[src/rtl/lsu_subword.sv]
// Sub-word load/store unit in front of a word-only synchronous data memory.
// Define LSU_MISALIGN_TRAP_EN to report misaligned halfword/word accesses as errors.
module lsu_subword (
  input  logic        clk,
  input  logic        rst_n,
  input  logic        req_valid,
  output logic        req_ready,
  input  logic        req_wr,
  input  logic [2:0]  req_funct3,
  input  logic [31:0] req_addr,
  input  logic [31:0] req_wdata,
  output logic        resp_valid,
  output logic [31:0] resp_rdata,
  output logic        resp_err,
  output logic        mem_wr,
  output logic [31:0] mem_addr,
  output logic [31:0] mem_wdata,
  input  logic [31:0] mem_rdata
);

  typedef enum logic [2:0] {StIdle, StRd, StExt, StMerge, StWr, StErr} state_e;

  state_e      state_q, state_d;
  logic [31:0] addr_q, wd_q;
  logic [2:0]  f3_q;
  logic        wr_q;
  logic        accept;
  logic        f3_legal, misalign;
  logic [31:0] ext_data, merge_data;
  logic [7:0]  rd_byte;
  logic [15:0] rd_half;
  logic        resp_valid_d, resp_err_d;
  logic [31:0] resp_rdata_d;

  assign req_ready = (state_q == StIdle);
  assign accept    = req_valid && req_ready;
  assign mem_addr  = {addr_q[31:2], 2'b00};

  always_comb begin
    if (req_wr) begin
      f3_legal = (req_funct3 <= 3'd2);
    end else begin
      f3_legal = (req_funct3 != 3'd3) && (req_funct3 <= 3'd5);
    end
  end

`ifdef LSU_MISALIGN_TRAP_EN
  assign misalign = ((req_funct3[1:0] == 2'b01) && req_addr[0]) ||
                    ((req_funct3[1:0] == 2'b10) && (req_addr[1:0] != 2'b00));
`else
  assign misalign = 1'b0;
`endif

  // State register
  always_ff @(posedge clk or negedge rst_n) begin
    if (!rst_n) begin
      state_q <= StIdle;
    end else begin
      state_q <= state_d;
    end
  end

  // Next-state logic
  always_comb begin
    state_d = state_q;
    unique case (state_q)
      StIdle: begin
        if (accept) begin
          if (!f3_legal || misalign) begin
            state_d = StErr;
          end else if (req_wr && (req_funct3 == 3'd2)) begin
            state_d = StWr;
          end else begin
            state_d = StRd;
          end
        end
      end
      StRd:    state_d = wr_q ? StMerge : StExt;
      StExt:   state_d = StIdle;
      StMerge: state_d = StIdle;
      StWr:    state_d = StIdle;
      StErr:   state_d = StIdle;
      default: state_d = StIdle;
    endcase
  end

  // Memory-side outputs; combinational so reset drops mem_wr immediately
  always_comb begin
    mem_wr    = 1'b0;
    mem_wdata = '0;
    unique case (state_q)
      StWr: begin
        mem_wr    = 1'b1;
        mem_wdata = wd_q;
      end
      StMerge: begin
        mem_wr    = 1'b1;
        mem_wdata = merge_data;
      end
      default: ;
    endcase
  end

  always_ff @(posedge clk or negedge rst_n) begin
    if (!rst_n) begin
      addr_q <= '0;
      wd_q   <= '0;
      f3_q   <= '0;
      wr_q   <= 1'b0;
    end else if (accept) begin
      addr_q <= req_addr;
      wd_q   <= req_wdata;
      f3_q   <= req_funct3;
      wr_q   <= req_wr;
    end
  end

  always_comb begin
    merge_data = mem_rdata;
    if (f3_q[1:0] == 2'b00) begin
      merge_data[{addr_q[1:0], 3'b000} +: 8] = wd_q[7:0];
    end else begin
      merge_data[{addr_q[1], 4'b0000} +: 16] = wd_q[15:0];
    end
  end

  assign rd_byte = mem_rdata[{addr_q[1:0], 3'b000} +: 8];
  assign rd_half = mem_rdata[{addr_q[1], 4'b0000} +: 16];

  always_comb begin
    ext_data = '0;
    case (f3_q)
      3'd0:    ext_data = {{24{rd_byte[7]}}, rd_byte};
      3'd1:    ext_data = {{16{rd_half[15]}}, rd_half};
      3'd2:    ext_data = mem_rdata;
      3'd4:    ext_data = {24'd0, rd_byte};
      3'd5:    ext_data = {16'd0, rd_half};
      default: ext_data = '0;
    endcase
  end

  always_comb begin
    resp_valid_d = (state_q == StExt) || (state_q == StWr) ||
                   (state_q == StMerge) || (state_q == StErr);
    resp_err_d   = (state_q == StErr);
    resp_rdata_d = (state_q == StExt) ? ext_data : 32'd0;
  end

  always_ff @(posedge clk or negedge rst_n) begin
    if (!rst_n) begin
      resp_valid <= 1'b0;
      resp_err   <= 1'b0;
      resp_rdata <= '0;
    end else begin
      resp_valid <= resp_valid_d;
      resp_err   <= resp_err_d;
      resp_rdata <= resp_rdata_d;
    end
  end

endmodule

[config.mk]
export PLATFORM = sky130hd
export DESIGN_NAME = lsu_subword
export DESIGN_NICKNAME = d
export VERILOG_FILES = /design/src/rtl/lsu_subword.sv
export SDC_FILE = /design/constraint.sdc
export NUM_CORES = 1
export LEC_CHECK = 0
export CAP_MARGIN = 5
export CORE_ASPECT_RATIO = 1.25
export CORE_MARGIN = 10
export CORE_UTILIZATION = 43
export CTS_BUF_LIST = sky130_fd_sc_hd__clkbuf_4
export CTS_CLUSTER_DIAMETER = 100
export CTS_CLUSTER_SIZE = 24
export DETAILED_ROUTE_END_ITERATION = 12
export PLACE_DENSITY = 0.81
export SKIP_LAST_GASP = 1
export SYNTH_ARGS = -nofsm -noshare
export SYNTH_HDL_FRONTEND = slang
export SYNTH_SLANG_ARGS = --single-unit
[constraint.sdc]
create_clock -name clk -period 2.2 [get_ports clk]
set_input_delay 0.22 -clock clk [delete_from_list [all_inputs] [get_ports clk]]
set_output_delay 0.22 -clock clk [all_outputs]
set_load 0.02 [all_outputs]
==> impl_metrics.csv <==
group,metric,value,unit
min_path,min_path_type,"input pin to asynchronous set/reset pin",
worst_setup_path,cp-end-kind,"primary output",
clock_tree,clk_latency,0.48,ns
clock_tree,cts-root-buf,"clkbuf_4",
clock_tree,clkTransAtPathRegs,0.15,ns
global_route,antenna_found_initial,2,
sta,fmax,0.4013,GHz
route,antenna_left,0,
status,status,"complete, but fails checks",
global_route,grt_use_total,21.28,%
sta,postLayoutSetupSlackWorst,-0.2918,ns
route,drtIter0Drc,546,
floorplan,die_area,0.01884,sq mm
pwr,ir_drop,0.6712,mV
global_route,grt-ovfl-total,0,
placed_design,dp_hpwl,15610,um
sta,fin_crit,2.492,ns
sta,holdWs,0.2216,ns
worst_setup_path,critPathKind,"register to primary output",
sta,period_share,113.3,%
logic_synthesis,netlist-cell-type-count,43,
sta,skew,0.02545,ns
sta,max_slew_margin,36.07,%
logic_synthesis,ys_ff_latch,105,
sta,tightestPinTransition,0.9547,ns
clock_tree,cts.sinks,105,
worst_setup_path,worstPathRequired,1.98,ns
sta,slew_violations,0,
floorplan,fp-row-count,47,
route,finalWirelength,21380,um
route,wl_per_cell,22.86,um
global_route,grt_start_max_net_pins,49,
sta,rsz0062_at_grt,"true",
logic_synthesis,syn-cell-area,0.005901,sq mm
logic_synthesis,syn_area_per_cell,10.63,sq um
flow_run,drv_cap,0,
sta,hold_viol_final,0,
route,dr.pass1.iters,5,
global_route,busiest_layer,"met2",
floorplan,num_io_pins,203,
placed_design,dp_slack,-0.2020,ns
logic_synthesis,synth_seq_area_share,44.53,%
logic_synthesis,synthCells,555,
placed_design,place.gp.congestion,0.9040,
worst_setup_path,cp_cell_sequence,"inv_2 > ha_4 > nor4bb_2 > buf_4 > a221oi_2 > o21ai_2 > buf_2",
logic_synthesis,yosysWarnings,0,
worst_setup_path,startpoint_type,"register",
pwr,cellLeakagePower,0.003598,uW
worst_setup_path,cpPeakStageDelay,0.46,ns
floorplan,dieHeight,151.0,um
finish,final_layout_size_suffix_gt1_share,40.03,%
status,violations,"setup timing",
floorplan,core,0.01335,sq mm
worst_setup_path,slowest_stage,"dfrtp_2",
global_route,grt_pass1_wl,32070,um
clock_tree,cts_tree,"done",
pwr,powerDensity,1326,mW/mm^2
global_route,grt_pass1_vias,5602,
floorplan,initial_core_util,44.20,%
global_route,use_met2,38.70,%
finish,area_delta_synth_final,51.40,%
clock_tree,clockBufferDepth,2,
route,drcViolationCount,0,
worst_setup_path,crit_path_max_fanout,7,
route,dr_total_vias,5395,
global_route,gr-usage-met3,4.301,%
clock_tree,htreeDepth,3,
clock_tree,cts_made_buffers,9,
global_route,met1_usage,23.86,%
route,viasPerCell,5.770,
placed_design,io_buffers,200,
worst_setup_path,worstPathArrival,2.27,ns
finish,layout.nets,866,
floorplan,die_w,124.8,um
sta,setup_viol,32,
[synthesized netlist by cell type, drive strengths merged]
master / count / area, sq um
dfrtp: 105 / 2628
mux2: 105 / 1186
o21ai: 59 / 295.3
nand2: 53 / 198.9
buf: 44 / 324.0
a21oi: 35 / 175.2
clkbuf: 33 / 125.1
a221oi: 28 / 245.2
a22oi: 10 / 75.07
inv: 9 / 33.78
mux2i: 9 / 90.09
a32oi: 8 / 70.07
nor3b: 7 / 57.55
or3: 7 / 43.79
ha: 5 / 62.56
a32o: 4 / 40.04
nor2b: 3 / 18.77
nor3: 3 / 20.02
nor4bb: 3 / 30.03
o221ai: 3 / 26.28
and3b: 2 / 17.52
nand3: 2 / 10.01
nor2: 2 / 7.510
o211ai: 2 / 15.01
or2: 2 / 12.51
a211o: 1 / 8.760
a222oi: 1 / 10.01
and2: 1 / 6.260
and4b: 1 / 10.01
conb: 1 / 3.750
nand2b: 1 / 6.260
nand3b: 1 / 7.510
nand4b: 1 / 8.760
nor4: 1 / 6.260
nor4b: 1 / 8.760
o31ai: 1 / 7.510
xor2: 1 / 8.760
[path summary, 6_finish.rpt]
check | slack, ns | cells past startpoint | endpoint | start
min reg2reg | 0.52 | 2 | state_q[0] | wr_q
min | 0.22 | 2 | addr_q[30] | rst_n
max reg2reg | 0.09 | 7 | resp_rdata[26] | addr_q[1]
max | -0.29 | 7 | mem_wdata[26] | addr_q[1]
max in group asynchronous | 1.34 | 3 | addr_q[1] | rst_n
min in group clk | 0.34 | 2 | addr_q[8] | req_addr[8]
[per-stage QoR]
step                instances  instance area, sq um  util [%]  power, uW  setup TNS [ns]
floorplan                 556                  6015         -       7443       -0.008741
global placement          897                  8198     61.41       9460          -3.006
detailed placement        897                  8198     61.41       9677          -4.400
CTS                       925                  8675     64.98      11270          -5.324
global route              935                  8934     66.92      12460          -9.566
finish                    935                  8934     66.92      11850          -6.469
[per-layer routing]
layer / vias to the layer above / routed length, um
met3: 49 / 1347
met4: 0 / 762
met2: 247 / 11450
met5: - / 0
li1: 2430 / -
met1: 2669 / 7817
[logic make-up after synthesis]
| logic type | after synthesis | share of synthesized area (%) |
|---|---|---|
| multiplexers | 114 | 21.63 |
| other | 1 | 0.06355 |
| flip-flops | 105 | 44.53 |
| XOR/XNOR | 1 | 0.1485 |
| AND/OR/NAND/NOR | 91 | 7.973 |
| adder cells (fa/ha/maj) | 5 | 1.060 |
| AO/OA/AOI/OAI | 152 | 16.41 |
| buffers and inverters | 86 | 8.185 |
[critical path, delay by kind of cell (launching register included)]
kind / cells / cell delay, ns
adder cells (fa/ha/maj): 1 / 0.24
AO/OA/AOI/OAI: 2 / 0.23
AND/OR/NAND/NOR: 1 / 0.31
buffers and inverters: 3 / 0.56
flip-flops: 1 / 0.46
[final cells by class]
cell class / instances / area, sq um
multi-input combinational: 365 / 3262
antenna: 2 / 5.005
timing repair buffer: 268 / 2639
sequential: 105 / 2631
inverter: 9 / 51.30
clock inverter: 5 / 56.30
tap: 171 / 214.0
fill: 1056 / 4415
clock buffer: 10 / 75.07
[sequential cells by signal, indices dropped and copies added (netlist names)]
| name | flops |
|---|---|
| addr_q | 32 |
| resp_rdata | 32 |
| wd_q | 32 |
| f3_q | 3 |
| state_q | 3 |
| resp_err | 1 |
| resp_valid | 1 |
| wr_q | 1 |
[cell usage in the layout, fill, tap and decap left out, drive strengths merged, types with 5 or more instances in the layout]
| cell | n |
|---|---|
| clkbuf | 10 |
| o21ai | 59 |
| clkdlybuf4s50 | 165 |
| inv | 6 |
| a22oi | 10 |
| or3 | 7 |
| a32oi | 8 |
| nor3b | 7 |
| mux2 | 105 |
| mux2i | 9 |
| a221oi | 28 |
| dfrtp | 105 |
| buf | 99 |
| ha | 5 |
| nand2 | 53 |
| a21oi | 35 |
[where the power goes]
part | internal (uW) | switching (uW) | total, uW
combinational | 3770 | 3690 | 7450
clock | 355 | 630 | 985
sequential | 2680 | 730 | 3410
total | 6800 | 5050 | 11800
[repair_timing]
item | in CTS | in global routing
endpoints found under the hold margin | 26 | 0
hold buffers | 1 | 0
buffers inserted | 12 | 8
gates resized for setup | 210 | 43
cloned | 1 | 0
pin swaps | 15 | 13
setup endpoints to repair | 34 | 33
Note: power is estimated with default switching activity, not from simulation.
==> edit 1, RTL diff (config.mk and constraints unchanged) <==
Add a define of `LSU_MISALIGN_TRAP_EN`.
--- a/src/rtl/lsu_subword.sv
+++ b/src/rtl/lsu_subword.sv
@@ -1,4 +1,6 @@
 // Sub-word load/store unit in front of a word-only synchronous data memory.
 // Define LSU_MISALIGN_TRAP_EN to report misaligned halfword/word accesses as errors.
+`define LSU_MISALIGN_TRAP_EN
+
 module lsu_subword (
   input  logic        clk,
Formal check against the unedited RTL: not equivalent (Yosys sat finds a counterexample within 4 cycles, from zero or initial values and one cycle with rst_n low).
==> edit 1 against the original RTL <==
Count of clock-buffer cells in the layout down 1. Synthesized cell count down 11%. Sequential cell count unchanged. The flow still finishes with violations (setup timing). Combinational power down 0.5%. Design area down 3.2%. Routed wire length down 8.1%. Total power down 1.5%. Final cell count down 5.5%. Critical endpoint is now mem_wdata[12]. First-iteration DRC count down 37%. Register-to-register slack better by 0.09 ns. Synthesized area up 3.5%. Sequential share of layout area up 0.96 points. Setup slack worse by 0.11 ns.
==> edit 1: results (changes against the original RTL) <==
** Placed design
- The worst slack at placement was -0.314 ns (was -0.202 ns).
- Placed Cells incl. Taps :: 853 (was 897)
- Placed wire-length estimate :: 15300 um (was 15600 um)
- Global placer's final weighted congestion :: 0.892 (was 0.904)

** Cells and area
- The number of nets in the layout came to 808 (was 866).
- The final cell count without fillers came to 884 (was 935).
- The final-layout fill cell count is 1099 (was 1056).
- Layout cells sized above 1 :: 0.345 (was 0.400)

** Synthesis
- Cell types occupying the most area after synthesis: dfrtp_1 43%, mux2_4 16%, buf_4 4.2% (was dfrtp_1 45%, mux2_2 20%, o21ai_0 5.0%).
- Synth top cells by count: 105 x dfrtp_1, 64 x mux2_4, 38 x nand2_1 (was 105 x dfrtp_1, 104 x mux2_2, 59 x o21ai_0).
- The number of unique standard cell types used by synthesis is 53 (was 43).

** Power
- PD cells :: 1350 nW/um2 (was 1330 nW/um2)
- Total leakage power :: 3.72 nW (was 3.60 nW)

** Timing
- The setup skew after layout was 0.0120 ns (was 0.0254 ns).
- The sum of negative setup slack was -10.60 ns (was -6.47 ns).
- Worst-margin pin slew :: 0.708 ns (was 0.955 ns)
- The final critical-path setup slack was -0.405 ns (was -0.292 ns).
- The number of setup violations in the final report is 32 (unchanged).

** Route
- The total routed wire length on the met1 layer was 7670 um (was 7820 um).
- Average wire per cell in the routed design :: 22.2 um (was 22.9 um)
- Routed met3 length :: 1660 um (was 1350 um)
- First-pass DRT Iterations :: 6 (was 5)
- The via count of the routed design came to 4885 (was 5395).
- The number of DRC markers after the initial detailed-route iteration is 343 (was 546).

** Critical path
- The arrival time at the worst endpoint came to 2.39 ns (was 2.27 ns).
- The critical-path cell with the highest stage delay is dfrtp_1 (was dfrtp_2).
- The largest stage delay on the critical path came to 0.44 ns (was 0.46 ns).

** Global routing
- The total track usage came to 0.195 (was 0.213).
- The pin count of the biggest net entering global routing came to 43 (was 49).
- The number of global-route vias before repair came to 5289 (was 5602).
- The met1 track demand over resource in global routing was 0.226 (was 0.239).
- Initial antenna violation count :: 4 (was 2)
- Routing usage on met2 :: 0.316 (was 0.387)

** Run status
- Violations in the final reports: setup timing (unchanged).
- Status: complete, but fails checks (unchanged).
==> edit 1: path summary, 6_finish.rpt <==
path	from	endpoint	slack, ns	cells past startpoint
worst max-delay path	addr_q[0]	mem_wdata[12]	-0.41	9
worst min-delay path	rst_n	addr_q[19]	0.24	2
worst max register to register	addr_q[1]	resp_rdata[9]	0.18	6
worst min register to register	addr_q[16]	addr_q[16]	0.53	1
max in group asynchronous	rst_n	wd_q[3]	1.13	3
min in group clk	req_valid	state_q[0]	0.29	3
==> edit 1: critical path, delay by kind of cell, from the launching register on <==
family,cells,cell delay [ns]
buffers and inverters,4,0.60
DFF,1,0.44
adders and majority gates,1,0.32
and+or+nand+nor,2,0.28
AOI/OAI and AO/OA,2,0.27
==> edit 1: power breakdown <==
part	leakage (nW)	switching, mW	internal [mW]
Sequential	1.31	0.662	2.69
Combinational	2.35	3.57	3.84
Clock	0.0648	0.665	0.241
Total	3.72	4.90	6.77
==> edit 1: final cells by class <==
| cell class | instances | share of cell area |
|---|---|---|
| multi-input cells | 314 | 0.352 |
| flip-flops and latches | 105 | 0.304 |
| repair buffers | 261 | 0.298 |
| well taps | 175 | 0.0253 |
| clock buffers | 9 | 0.00782 |
| clock inverters | 7 | 0.00593 |
| inverters | 9 | 0.00521 |
| diodes | 4 | 0.00116 |
==> edit 1: cell families (layout without fill, tap and decap cells) <==
kind of cell,Yosys count,in the layout,synth area share
compound gates,140,140,0.181
flops,105,105,0.430
mux,96,96,0.215
buf+inv,75,286,0.0949
simple gates,70,70,0.0664
fa+ha+maj,5,5,0.0102
other cells,1,6,0.000614
xor+xnor,1,1,0.00143
==> edit 1: what timing repair did <==
action,in CTS,in global routing
hold buffers,1,0
endpoints found under the hold margin,40,0
pin swaps,11,26
resized for setup,176,40
buffers inserted,13,3
endpoints found under the setup margin,34,33
==> edit 2, RTL diff (config.mk and constraints unchanged) <==
Made on the original files. Put one more register stage on the output `resp_err`, with the module's reset. The value now appears one clock later. The other outputs are not delayed to match.
--- a/src/rtl/lsu_subword.sv
+++ b/src/rtl/lsu_subword.sv
@@ -20,4 +20,6 @@
 
   typedef enum logic [2:0] {StIdle, StRd, StExt, StMerge, StWr, StErr} state_e;
+
+  logic resp_err_s0;
 
   state_e      state_q, state_d;
@@ -150,10 +152,18 @@
     if (!rst_n) begin
       resp_valid <= 1'b0;
-      resp_err   <= 1'b0;
+      resp_err_s0 <= 1'b0;
       resp_rdata <= '0;
     end else begin
       resp_valid <= resp_valid_d;
-      resp_err   <= resp_err_d;
+      resp_err_s0 <= resp_err_d;
       resp_rdata <= resp_rdata_d;
+    end
+  end
+
+  always_ff @(posedge clk or negedge rst_n) begin
+    if (!rst_n) begin
+      resp_err <= '0;
+    end else begin
+      resp_err <= resp_err_s0;
     end
   end
Behaviour: not the same (Yosys sat finds a counterexample within 4 cycles, from zero or initial values and one cycle with rst_n low).
==> edit 2 against the original RTL <==
The flow still finishes with violations (setup timing). Setup slack better by 0.029 ns. Total power rose by 0.43%. Worst hold slack lost 0.033 ns. Critical path depth increased by 2. Die area up 0.36%. Sequential share of layout area rose by 0.21 points. Synthesized area grew 0.42%. Fmax rose by 1.2%. Sequential cell count rose by 1. Design area rose by 0.14%. Synthesized cell count rose by 0.18%. Routed wire length shrank 2.1%. Utilization rose by 0.094 points. Critical path type unchanged. Largest cell class unchanged. Largest power group unchanged. Highest routed layer unchanged.
==> edit 2: results (changes against the original RTL) <==
** Run status
- Status :: complete, but fails checks (unchanged)
- Violations in the final reports :: setup timing (unchanged)

** Power
- Comb power frac :: 0.618 (was 0.629)
- The clock share of power came to 0.100 (was 0.083).
- The worst vdd rail ir drop is 0.000674 V (was 0.000671 V).
- The power dissipated by switching net loads was 5.04 mW (was 5.05 mW).

** Timing
- The setup skew after layout was 0.0122 ns (was 0.0254 ns).
- The final critical-path setup slack came to -0.262 ns (was -0.292 ns).
- The number of setup violations in the final report was 32 (unchanged).
- Post-route setup TNS :: -6.20 ns (was -6.47 ns)
- Worst-margin pin slew :: 0.701 ns (was 0.955 ns)
- Pins Over Slew Limit :: 0 (unchanged)

** Critical path
- Maximum fanout encountered on the critical timing path :: 4 (was 7)
- The path depth of the worst reg2reg path is 5 (was 7).
- The worst flop-to-flop path startpoint is state_q[2] (was addr_q[1]).
- End of the worst register-to-register path :: addr_q[24] (was resp_rdata[26])
- The setup slack on the worst flop-to-flop path was 0.19 ns (was 0.09 ns).
- Worst EP arrival :: 2.24 ns (was 2.27 ns)

** CTS
- The number of buffers inserted to repair setup after CTS was 6 (was 12).
- The clock input transition at the sequential cells of the worst setup and hold paths came to 0.17 ns (was 0.15 ns).

** Placed design
- The placed wire-length estimate came to 15600 um (about the same).
- The weighted congestion at the end of routability-driven global placement is 0.950 (was 0.904).
- The worst slack at placement came to -0.156 ns (was -0.202 ns).

** Route
- Length of routed wiring on met1 :: 8210 um (was 7820 um)
- Routed met3 length :: 1390 um (was 1350 um)
- Total detailed-routing wirelength :: 20900 um (was 21400 um)
- The detailed route wirelength on metal2 came to 10600 um (was 11400 um).
- Vias post-DR :: 5336 (was 5395)
- Detailed router's first-iteration violation count :: 466 (was 546)

** Global routing
- Maximum number of pins on one net before global-route repair :: 54 (was 49)
- The met2 global-route usage is 0.358 (was 0.387).
- The total track usage was 0.209 (was 0.213).
- Global routing usage on met3 :: 0.0479 (was 0.0430)
- Met1 capacity usage during global routing :: 0.249 (was 0.239)
- Number of global-route vias before repair :: 5576 (was 5602)
- The first-pass GRT wire length came to 31900 um (was 32100 um).

** Synthesis
- Synth top cells by count: 106 x dfrtp_1, 104 x mux2_2, 59 x o21ai_0 (was 105 x dfrtp_1, 104 x mux2_2, 59 x o21ai_0).
- Portion of the post-synthesis area used by sequential elements :: 0.448 (was 0.445)
- The count of synthesis-stage warnings from yosys came to 0 (unchanged).
- Cell types occupying the most area after synthesis: dfrtp_1 45%, mux2_2 20%, o21ai_0 5.0% (unchanged).

** Cells and area
- Non-clk buf share :: 0.290 (was 0.295)
- Share of final layout cell area taken by clock buffers and inverters :: 0.0200 (was 0.0147)
- The number of flip-flops and latches is 106 (was 105).
- The number of nets in the layout is 856 (was 866).
- Area used by sequential logic in the layout :: 2650 um2 (was 2630 um2)
- The final-layout fill cell count came to 1022 (was 1056).
- Layout cells sized above 1 :: 0.384 (was 0.400)

** Floorplan
- Starting Density :: 0.444 (was 0.442)
[edit 2: changes by cell type in the layout (fill, tap and decap cells not counted), sizes merged]
| cell | delta |
|---|---|
| buf | -11 |
| bufinv | +1 |
| clkbuf | -1 |
| clkinv | -1 |
| clkinvlp | -2 |
| dfrtp | +1 |
| inv | +4 |
[edit 2: worst max-delay path, cell delays in order (launching register included)]
cell      delay, ns
dfrtp_1        0.41
inv_2          0.07
buf_6          0.12
ha_4           0.18
buf_4          0.14
buf_6          0.10
nand3b_1       0.20
o221ai_1       0.22
a32o_2         0.21
buf_6          0.12
[edit 2: cells by family (layout without fill, tap and decap cells)]
group / Yosys count / after routing / share of synthesized area
adder cells (fa/ha/maj): 5 / 5 / 0.0106
other: 1 / 4 / 0.000633
flip-flops: 106 / 106 / 0.448
buffers and inverters: 86 / 282 / 0.0815
AO/OA/AOI/OAI: 152 / 152 / 0.163
AND/OR/NAND/NOR: 91 / 91 / 0.0794
multiplexers: 114 / 114 / 0.215
XOR/XNOR: 1 / 1 / 0.00148
[edit 2: metrics by stage]
stage	hold WS [ns]	area, um2	cells	power, mW
after detailed placement	0.164	8240	896	9.72
final	0.189	8950	926	11.9
after CTS	0.187	8740	920	11.5
after global routing	0.168	8950	926	12.6
after global placement	0.154	8240	896	9.51
after floorplan	-0.0756	6040	557	7.46
[edit 2: how the worst max path moves through the flow]
stage,startpoint,to,slack (ns),cells after the start
after global routing,addr_q[0],mem_wdata[30],-0.38,9
after CTS,addr_q[1],mem_wdata[15],-0.22,8
after detailed placement,addr_q[1],mem_wdata[15],-0.16,6
after global placement,addr_q[0],mem_wdata[15],-0.16,6
final,addr_q[0],mem_wdata[22],-0.26,9
after floorplan,addr_q[1],mem_wdata[0],-0.009,7
